$ cat config.mk
export PLATFORM = sky130hd
export DESIGN_NAME = tl_acquire_responder
export DESIGN_NICKNAME = d
export VERILOG_FILES = /design/src/rtl/tl_acquire_responder.sv
export SDC_FILE = /design/constraint.sdc
export NUM_CORES = 2
export LEC_CHECK = 0
export ABC_AREA = 1
export ABC_CLOCK_PERIOD_IN_PS = 34600
export CORE_MARGIN = 4
export CORE_UTILIZATION = 60
export DETAILED_ROUTE_END_ITERATION = 12
export PLACE_DENSITY = 0.81
export SKIP_CTS_REPAIR_TIMING = 1
export SLEW_MARGIN = 40
export SYNTH_ARGS = -nofsm -noshare
export SYNTH_HDL_FRONTEND = slang
export SYNTH_SLANG_ARGS = --single-unit
export TNS_END_PERCENT = 20
$ cat constraint.sdc
create_clock -name clock -period 34.6 [get_ports clock]
set_input_delay 8.65 -clock clock [delete_from_list [all_inputs] [get_ports clock]]
set_output_delay 8.65 -clock clock [all_outputs]
set_load 0.03 [all_outputs]
$ cat src/rtl/tl_acquire_responder.sv
// Manager-side TileLink-C acquire responder: one tracker that refills a line from backing memory,
// returns Grant/GrantData on D and waits for the matching GrantAck on E.
module tl_acquire_responder #(
   parameter int unsigned ADDR_W  = 32,
   parameter int unsigned DATA_W  = 64,
   parameter int unsigned SRC_W   = 2,
   parameter int unsigned SINK_W  = 2,
   parameter int unsigned BEATS   = 8,
   parameter int unsigned SINK_ID = 0
) (
   input  logic              clock,
   input  logic              reset,
   input  logic              a_valid_i,
   output logic              a_ready_o,
   input  logic [2:0]        a_opcode_i,
   input  logic [2:0]        a_param_i,
   input  logic [3:0]        a_size_i,
   input  logic [SRC_W-1:0]  a_source_i,
   input  logic [ADDR_W-1:0] a_address_i,
   output logic              d_valid_o,
   input  logic              d_ready_i,
   output logic [2:0]        d_opcode_o,
   output logic [1:0]        d_param_o,
   output logic [3:0]        d_size_o,
   output logic [SRC_W-1:0]  d_source_o,
   output logic [SINK_W-1:0] d_sink_o,
   output logic              d_denied_o,
   output logic [DATA_W-1:0] d_data_o,
   input  logic              e_valid_i,
   output logic              e_ready_o,
   input  logic [SINK_W-1:0] e_sink_i,
   output logic              mem_req_valid_o,
   input  logic              mem_req_ready_i,
   output logic [ADDR_W-1:0] mem_req_addr_o,
   input  logic              mem_resp_valid_i,
   input  logic [DATA_W-1:0] mem_resp_data_i
);

   localparam int unsigned BYTES = DATA_W / 8;
   localparam int unsigned ByteW = $clog2(BYTES);
   localparam int unsigned CntW  = $clog2(BEATS) + 1;
   localparam int unsigned IdxW  = (BEATS > 1) ? $clog2(BEATS) : 1;

   localparam logic [ADDR_W-1:0] LineMask = ~ADDR_W'(BEATS * BYTES - 1);
   localparam logic [CntW-1:0]   BeatsC   = CntW'(BEATS);
   localparam logic [CntW-1:0]   LastBeat = CntW'(BEATS - 1);
   localparam logic [SINK_W-1:0] SinkId   = SINK_W'(SINK_ID);

   localparam logic [2:0] OpAcquireBlock = 3'd6;
   localparam logic [2:0] OpAcquirePerm  = 3'd7;
   localparam logic [2:0] OpGrant        = 3'd4;
   localparam logic [2:0] OpGrantData    = 3'd5;

   typedef enum logic [1:0] {StIdle, StFill, StSend, StAck} state_e;

   state_e              state_q;
   logic                a_ready_q, d_valid_q, e_ready_q, mreq_valid_q;
   logic [ADDR_W-1:0]   mreq_addr_q, base_q;
   logic [2:0]          d_opcode_q;
   logic [1:0]          d_param_q;
   logic [3:0]          d_size_q;
   logic [SRC_W-1:0]    d_source_q;
   logic                d_denied_q;
   logic [DATA_W-1:0]   d_data_q;
   logic [CntW-1:0]     req_cnt_q, req_cnt_d;
   logic [CntW-1:0]     rsp_cnt_q, rsp_cnt_d;
   logic [CntW-1:0]     beat_q, beat_d;
   logic [DATA_W-1:0]   buf_q [BEATS];

   logic a_fire, req_fire, resp_fire, d_fire, e_fire, legal;

   assign a_fire    = a_valid_i & a_ready_q;
   assign req_fire  = mreq_valid_q & mem_req_ready_i;
   assign resp_fire = (state_q == StFill) & mem_resp_valid_i & (rsp_cnt_q < BeatsC);
   assign d_fire    = d_valid_q & d_ready_i;
   assign e_fire    = e_valid_i & e_ready_q;
   assign legal     = ((a_opcode_i == OpAcquireBlock) || (a_opcode_i == OpAcquirePerm)) &&
                      (a_param_i <= 3'd2);

   always_comb begin
      req_cnt_d = req_cnt_q;
      rsp_cnt_d = rsp_cnt_q;
      beat_d    = beat_q;
      if (a_fire) begin
         req_cnt_d = '0;
         rsp_cnt_d = '0;
         beat_d    = '0;
      end else begin
         if (req_fire) req_cnt_d = req_cnt_q + CntW'(1);
         if (resp_fire) rsp_cnt_d = rsp_cnt_q + CntW'(1);
         if (d_fire && (state_q == StSend) && (d_opcode_q == OpGrantData) &&
             (beat_q != LastBeat)) begin
            beat_d = beat_q + CntW'(1);
         end
      end
   end

   always_ff @(posedge clock or posedge reset) begin
      if (reset) begin
         state_q      <= StIdle;
         a_ready_q    <= 1'b1;
         d_valid_q    <= 1'b0;
         e_ready_q    <= 1'b0;
         mreq_valid_q <= 1'b0;
         mreq_addr_q  <= '0;
         base_q       <= '0;
         d_opcode_q   <= '0;
         d_param_q    <= '0;
         d_size_q     <= '0;
         d_source_q   <= '0;
         d_denied_q   <= 1'b0;
         d_data_q     <= '0;
         req_cnt_q    <= '0;
         rsp_cnt_q    <= '0;
         beat_q       <= '0;
         for (int i = 0; i < BEATS; i++) buf_q[i] <= '0;
      end else begin
         req_cnt_q <= req_cnt_d;
         rsp_cnt_q <= rsp_cnt_d;
         beat_q    <= beat_d;
         if (resp_fire) buf_q[rsp_cnt_q[IdxW-1:0]] <= mem_resp_data_i;

         unique case (state_q)
            StIdle: begin
               if (a_fire) begin
                  a_ready_q  <= 1'b0;
                  d_size_q   <= a_size_i;
                  d_source_q <= a_source_i;
                  d_param_q  <= (a_param_i == 3'd0) ? 2'd1 : 2'd0;
                  d_denied_q <= ~legal;
                  base_q     <= a_address_i & LineMask;
                  if ((a_opcode_i == OpAcquireBlock) && legal) begin
                     state_q      <= StFill;
                     mreq_valid_q <= 1'b1;
                     mreq_addr_q  <= a_address_i & LineMask;
                  end else begin
                     state_q    <= StSend;
                     d_valid_q  <= 1'b1;
                     d_opcode_q <= OpGrant;
                     d_data_q   <= '0;
                  end
               end
            end
            StFill: begin
               if (req_fire) begin
                  mreq_addr_q <= base_q + (ADDR_W'(req_cnt_d) << ByteW);
                  if (req_cnt_d == BeatsC) mreq_valid_q <= 1'b0;
               end
               if (resp_fire && (rsp_cnt_q == LastBeat)) begin
                  state_q    <= StSend;
                  d_valid_q  <= 1'b1;
                  d_opcode_q <= OpGrantData;
                  // Single-beat lines would otherwise read beat 0 before it is written.
                  d_data_q   <= (rsp_cnt_q == '0) ? mem_resp_data_i : buf_q[0];
               end
            end
            StSend: begin
               if (d_fire) begin
                  if ((d_opcode_q == OpGrantData) && (beat_q != LastBeat)) begin
                     d_data_q <= buf_q[beat_d[IdxW-1:0]];
                  end else begin
                     state_q   <= StAck;
                     d_valid_q <= 1'b0;
                     d_data_q  <= '0;
                     e_ready_q <= 1'b1;
                  end
               end
            end
            StAck: begin
               if (e_fire && (e_sink_i == SinkId)) begin
                  state_q   <= StIdle;
                  e_ready_q <= 1'b0;
                  a_ready_q <= 1'b1;
               end
            end
            default: state_q <= StIdle;
         endcase
      end
   end

   assign a_ready_o       = a_ready_q;
   assign d_valid_o       = d_valid_q;
   assign d_opcode_o      = d_opcode_q;
   assign d_param_o       = d_param_q;
   assign d_size_o        = d_size_q;
   assign d_source_o      = d_source_q;
   assign d_sink_o        = SinkId;
   assign d_denied_o      = d_denied_q;
   assign d_data_o        = d_data_q;
   assign e_ready_o       = e_ready_q;
   assign mem_req_valid_o = mreq_valid_q;
   assign mem_req_addr_o  = mreq_addr_q;

endmodule
Yosys cells after proc, flatten, opt, wreduce, memory -nomap -nowiden
Cells that the tools add are included.
Storage, ports and cells
  bits in registers: 664
  input bits: 117
  output and inout port bits: 114
  word-level logic and storage cells: 143
Cells by class
  add/subtract/negate cells: 4
  magnitude comparators: 5
  eq/ne operators: 18
  muxes and demuxes: 53
  bitwise operators: 9
  reductions and logical operators: 29
Operators by type and width (count)
  64-bit two-way mux: 9
  512-bit bitwise mux: 1
  64-bit binary-select mux with 3-bit select: 1
  64-bit demux with 3-bit select: 1
  64-bit case mux with 3 select lines: 1
  32-bit two-way mux: 3
  32-bit case mux with 2 select lines: 1
  32-bit by 7-bit adder with 32-bit output: 1
  4-bit two-way mux: 6
  1-bit two-way mux: 15
  5-bit AND reduction: 3
  2-bit != test, second input constant: 7
  4-bit by 1-bit adder with 4-bit output, second input constant: 3
  2-bit two-way mux: 6
  4-bit AND reduction: 3
  2-bit nonzero test: 5
  3-bit equality test, second input constant: 3
  1-bit logical AND: 9
  3-bit two-way mux: 3
  4-bit greater-or-equal comparator, second input constant: 2
  3-bit inverter with 4-bit output: 2
  2-bit case mux with 4 select lines: 1
  1-bit bitwise AND: 6
  1-bit case mux with 2 select lines: 3
  20 further kinds: 23

Depth between registers and ports, before layout
  word-level depth: 13
  mapped depth: 19
  depth with buffers taken out: 19

Least setup slack after synthesis
No wires, ideal clock.
  kind: input to register
  start point: input port mem_req_ready_i
  end point: register mreq_addr_q[26], in the netlist mem_req_addr_o[26]
  library setup time: 117 ps
  data arrival time: 10619 ps
  data required time: 34483 ps
  path slack: 23864 ps
  cell stages on the path: 19
  path buffers: 0
  cell sequence: nand2_1 inv_1 nand2_1 nor2_1 xnor2_1 nor2_1 ha_1 ha_1 nand3_1 inv_1 nand2_1 nor3b_1 nand3_1 nor2_1 nand3_1 nand2_1 nand3_1 nand2_1 nand2_1
On the way
  word-level cells in the longest chain between the ends: 6
  elaborated cells between the ends (all ways): 8
  those cells by class: add/sub: 1; eq/ne: 1; mux: 4; bitwise: 1; reduce/logical: 1
Ends and longest elaborated chain
  from (decl): line 33  | input logic mem_req_ready_i,
  1-bit bitwise AND: line 73  | assign req_fire = mreq_valid_q & mem_req_ready_i;
  4-bit two-way mux: line 89  | if (req_fire) req_cnt_d = req_cnt_q + CntW'(1);
  4-bit two-way mux: line 84  | if (a_fire) begin
  net req_cnt_d[3]: line 65  | logic [CntW-1:0] req_cnt_q, req_cnt_d;
  32-bit by 7-bit adder with 32-bit output: line 146  | mreq_addr_q <= base_q + (ADDR_W'(req_cnt_d) << ByteW);
  32-bit two-way mux: line 145  | if (req_fire) begin
  32-bit case mux with 2 select lines: line 123  | unique case (state_q)
  to (signal assigned): line 135  | mreq_addr_q <= a_address_i & LineMask;
  to (signal assigned): line 146
  to (decl): line 58  | logic [ADDR_W-1:0] mreq_addr_q, base_q;
The timed path passes the listed nets, and every way through them passes these cells. The select of a mux whose other input is x is not followed.
A chain may end at the register's enable or synchronous reset.

Worst setup path in the final report
  start point: input port d_ready_i
  end point: register d_data_q[20], in the netlist d_data_o[20]
On the way
  word-level cells in the longest chain between the ends: 13
  elaborated cells between the ends (all ways): 15
  those cells by class: eq/ne: 1; mux: 8; bitwise: 2; reduce/logical: 4
Ends and longest elaborated chain
  from (decl): line 21  | input logic d_ready_i,
  1-bit bitwise AND (*): line 75  | assign d_fire = d_valid_q & d_ready_i;
  1-bit logical AND (3 in series): line 91  | if (d_fire && (state_q == StSend) && (d_opcode_q == OpGrantData) &&
  4-bit two-way mux: line 91
  4-bit two-way mux: line 84
  3-bit inverter with 4-bit output (not written as such): line 160  | d_data_q <= buf_q[beat_d[IdxW-1:0]];
  64-bit binary-select mux with 3-bit select: line 160
  64-bit two-way mux (not written as such) (2 in series): line 160
  64-bit two-way mux: line 159  | if ((d_opcode_q == OpGrantData) && (beat_q != LastBeat)) begin
  64-bit two-way mux: line 158  | if (d_fire) begin
  64-bit case mux with 3 select lines: line 123
  to (signal assigned): line 154  | d_data_q <= (rsp_cnt_q == '0) ? mem_resp_data_i : buf_q[0];
  to (signal assigned): line 160
  to (decl): line 64  | logic [DATA_W-1:0] d_data_q;
Every way passes the cells marked *; elsewhere a longest branch is shown, timed or not. The select of a mux whose other input is x is not followed.

==> results_dict.tcl <==
set metrics [dict create \
    status "finished clean" \
    p_int_w 0.001749 \
    overflow 0 \
    clk_path_buf_depth 3 \
    endpoint_kind "flip-flop" \
    start_util 0.6115 \
    cp_max_fo 121 \
    die_area_mm2 0.05922 \
    r2r_end "d_data_o[20]" \
    finalSetupViolations 0 \
    cp_slowest_stage_delay_ns 0.64 \
    critical_path.top_delay_family "simple AND/OR/NAND/NOR gates" \
    maxSlewHeadroom 0.4310 \
    yosys_warnings 0 \
    leakage_nw 18.17 \
    cts_tree "yes" \
    worst_pin_slew_ns 0.8536 \
    synth_top_family_by_area "simple AND/OR/NAND/NOR gates" \
    hold_path.startpoint "d_data_o[42]" \
    yosys.cell_types.count 37 \
    synth-seq-cells 659 \
    track_usage 0.3079 \
    hold_viol 0 \
    max_freq_mhz 82.52 \
    yosys.area_share.adder 0.003765 \
    path_common_cell "nand2_1" \
    pwr-share-comb 0.366 \
    synthCells 4395 \
    grt_pass1_wl_mm 150.1 \
    slowest_stage "nand3_4" \
    reg2reg_depth 16 \
    area_growth_pct 14.03 \
    cap_violations 0 \
    antenna_left 0 \
    rsz0062_at_grt "no" \
    finalCriticalPeriod_ns 12.12 \
    h-tree-depth 3 \
    peakVddDrop_v 0.00005426 \
    finalSetupTns_ns 0 \
    whs_path_depth 2 \
    drc 0 \
    required_ns 35.13 \
    yosysSeqAreaShare 0.4963 \
    numCtsBuffers 69 \
    gp_congestion 0.8682 \
    cp-start-kind "input pin" \
    hold_path.class "flip-flop to flip-flop" \
    wl_per_cell_um 17.79 \
    fin_ws_ns 22.48 \
    path_buf_inv 3 \
    fp.dieH_um 243.3 \
    final_common_cell "nand2_1" \
    post-route-util 0.6973 \
    pre_cts_ws_ns 21.93 \
    layout_common_cells "1148 x nand2_1, 658 x dfrtp_1, 641 x inv_1" \
    finalCritPeriodShare 0.3502 \
    synth_compound_area_frac 0.1122 \
    cts_root_buf "clkbuf_16" \
    clkLatencyLatePin_ns 0.60 \
    core_mm2 0.05435 \
    cp.arrival_ns 12.65 \
    synth_xor_area_frac 0.002636 \
    synthSimpleGateAreaFrac 0.2651 \
    hold_path_end "d_data_o[42]" \
    vias 29980 \
    grt_max_degree 127 \
    vias_per_cell 5.773 \
    sequentialPowerShare 0.382 \
    synth_area_per_cell_um2 7.561 \
    p_switching_w 0.001128 \
    synthMuxAreaShare 0.004405 \
    antenna_found_initial 1 \
    portBuffers 217 \
    die_w_um 243.3 \
    drt_first_iter_violations 3080 \
    cp.depth 15 \
    nets 4530 \
    io_pins 231 \
    crit_type "input pin to flip-flop" \
    first_global_vias 28730 \
    rows 85 \
    routed_wl_mm 92.36 \
    worst_clock_skew_ns 0.02246 \
    final-max-slew-violation-count 0 \
    p_clk_frac 0.253 \
    reg2reg_slack_ns 30.22 \
    power_density_mw_per_mm2 75.92 \
    r2r_start "state_q[0]" \
    switching_share 0.3921 \
    crit_chain "clkdlybuf4s50_1 > nand3_1 > nor2_2 > nand2_1 > nand2_8 > nand3_4 > buf_12 > buf_16 > nand2_1 > nand3_1 > nand3_1 > nand3_1 > nand2_1 > nand2_1 > nand2_1" \
    drt_first_pass_iters 6 \
    drive_gt1_frac 0.04357 \
    clock_sinks 659 \
    dp_hpwl_mm 49.53 \
    path_clk_slew_ns 0.06 \
    syn_area_mm2 0.03323 \
]
registers in the layout (all words and copies together), names as in the netlist, 2 cells and up:
name            count
beat_q              4
d_opcode_o          2
rsp_cnt_q           4
mem_req_addr_o     29
req_cnt_q           4
d_data_o           64
base_q             26
d_source_o          2
buf_q             512
state_q             2
d_size_o            4
power groups by stage:
stage | Clock [W] | Sequential, W | Combinational [W]
global placement | 0 | 0.00110 | 0.000993
global route | 0.000767 | 0.00112 | 0.00118
CTS | 0.000735 | 0.00110 | 0.00103
detailed placement | 0 | 0.00111 | 0.00102
floorplan | 0 | 0.00116 | 0.000644
finish | 0.000727 | 0.00110 | 0.00105
cell type report:
type                    count  area [um^2]
clock inverters            21        190.2
well taps                 739        924.6
clock buffers             100         2003
diodes                      1        2.502
multi-input cells        2760        13060
inverters                 649         2455
repair buffers            264         2768
fillers                  4438        16450
flip-flops and latches    659        16490
cell usage after synthesis (all sizes together):
cell | count | area (um^2)
nand2 | 1151 | 4325
nand4 | 272 | 1702
o41ai | 1 | 8.760
a22o | 2 | 17.52
o31ai | 5 | 37.54
a21oi | 92 | 460.4
conb | 1 | 3.750
dfrtp | 658 | 16470
xor2 | 6 | 52.55
o21ai | 631 | 3158
o32ai | 1 | 8.760
or3 | 1 | 6.260
mux2 | 13 | 146.4
a211oi | 2 | 15.01
nor2 | 51 | 196.4
nand3 | 483 | 2432
inv | 646 | 2425
nor3b | 2 | 15.01
or2 | 7 | 43.80
nor3 | 12 | 65.06
xnor2 | 4 | 35.03
buf | 138 | 669.4
dfstp | 1 | 26.28
nor4 | 4 | 25.02
o211ai | 3 | 22.52
ha | 10 | 125.1
clkinv | 3 | 11.26
clkbuf | 195 | 732.0
kinds of logic after synthesis:
group / after synthesis
compound gates: 737
fa+ha+maj: 10
xor+xnor: 10
simple gates: 1983
flops: 659
buf+inv: 982
mux: 13
other cells: 1
worst max path at each step:
stage,startpoint,end,slack [ns]
after floorplan,reset,base_q[10],7.48
after global placement,a_valid_i,d_data_o[60],21.89
after detailed placement,a_valid_i,mem_req_addr_o[24],21.93
after CTS,a_valid_i,mem_req_addr_o[13],22.52
after global routing,d_ready_i,d_data_o[60],22.28
final,d_ready_i,d_data_o[20],22.48
per-stage QoR:
stage | instance area [um^2] | power [W] | hold slack (ns) | instances
2_1_floorplan | 33250 | 0.001808 | 0.4530 | 4401
3_3_place_gp | 35420 | 0.002090 | 0.4630 | 5062
3_5_place_dp | 35600 | 0.002128 | 0.4636 | 5067
4_1_cts | 37790 | 0.002863 | 0.4804 | 5188
5_1_grt | 37900 | 0.003067 | 0.4887 | 5193
6_report | 37900 | 0.002877 | 0.4757 | 5193
layer usage:
metal / up-vias / track usage / wire (um)
li1: 14190 / - / -
met1: 14240 / 0.4181 / 38290
met2: 1333 / 0.5007 / 43060
met3: 212 / 0.05465 / 8041
met4: 0 / 0.1146 / 2971
met5: - / 0 / 0
worst reg2reg max path, stage by stage, from the launching register on:
cell	delay (ns)
dfrtp_1	0.40
inv_1	0.11
ha_1	0.27
nand3_1	0.12
nor2_2	0.20
nand2_1	0.26
nand2_8	0.59
nand3_4	0.72
buf_12	0.47
buf_16	0.36
nand2_1	0.22
nand3_1	0.09
nand3_1	0.16
nand3_1	0.11
nand2_1	0.11
nand2_1	0.05
nand2_1	0.08
No activity file was read; power rests on OpenSTA's default activity.
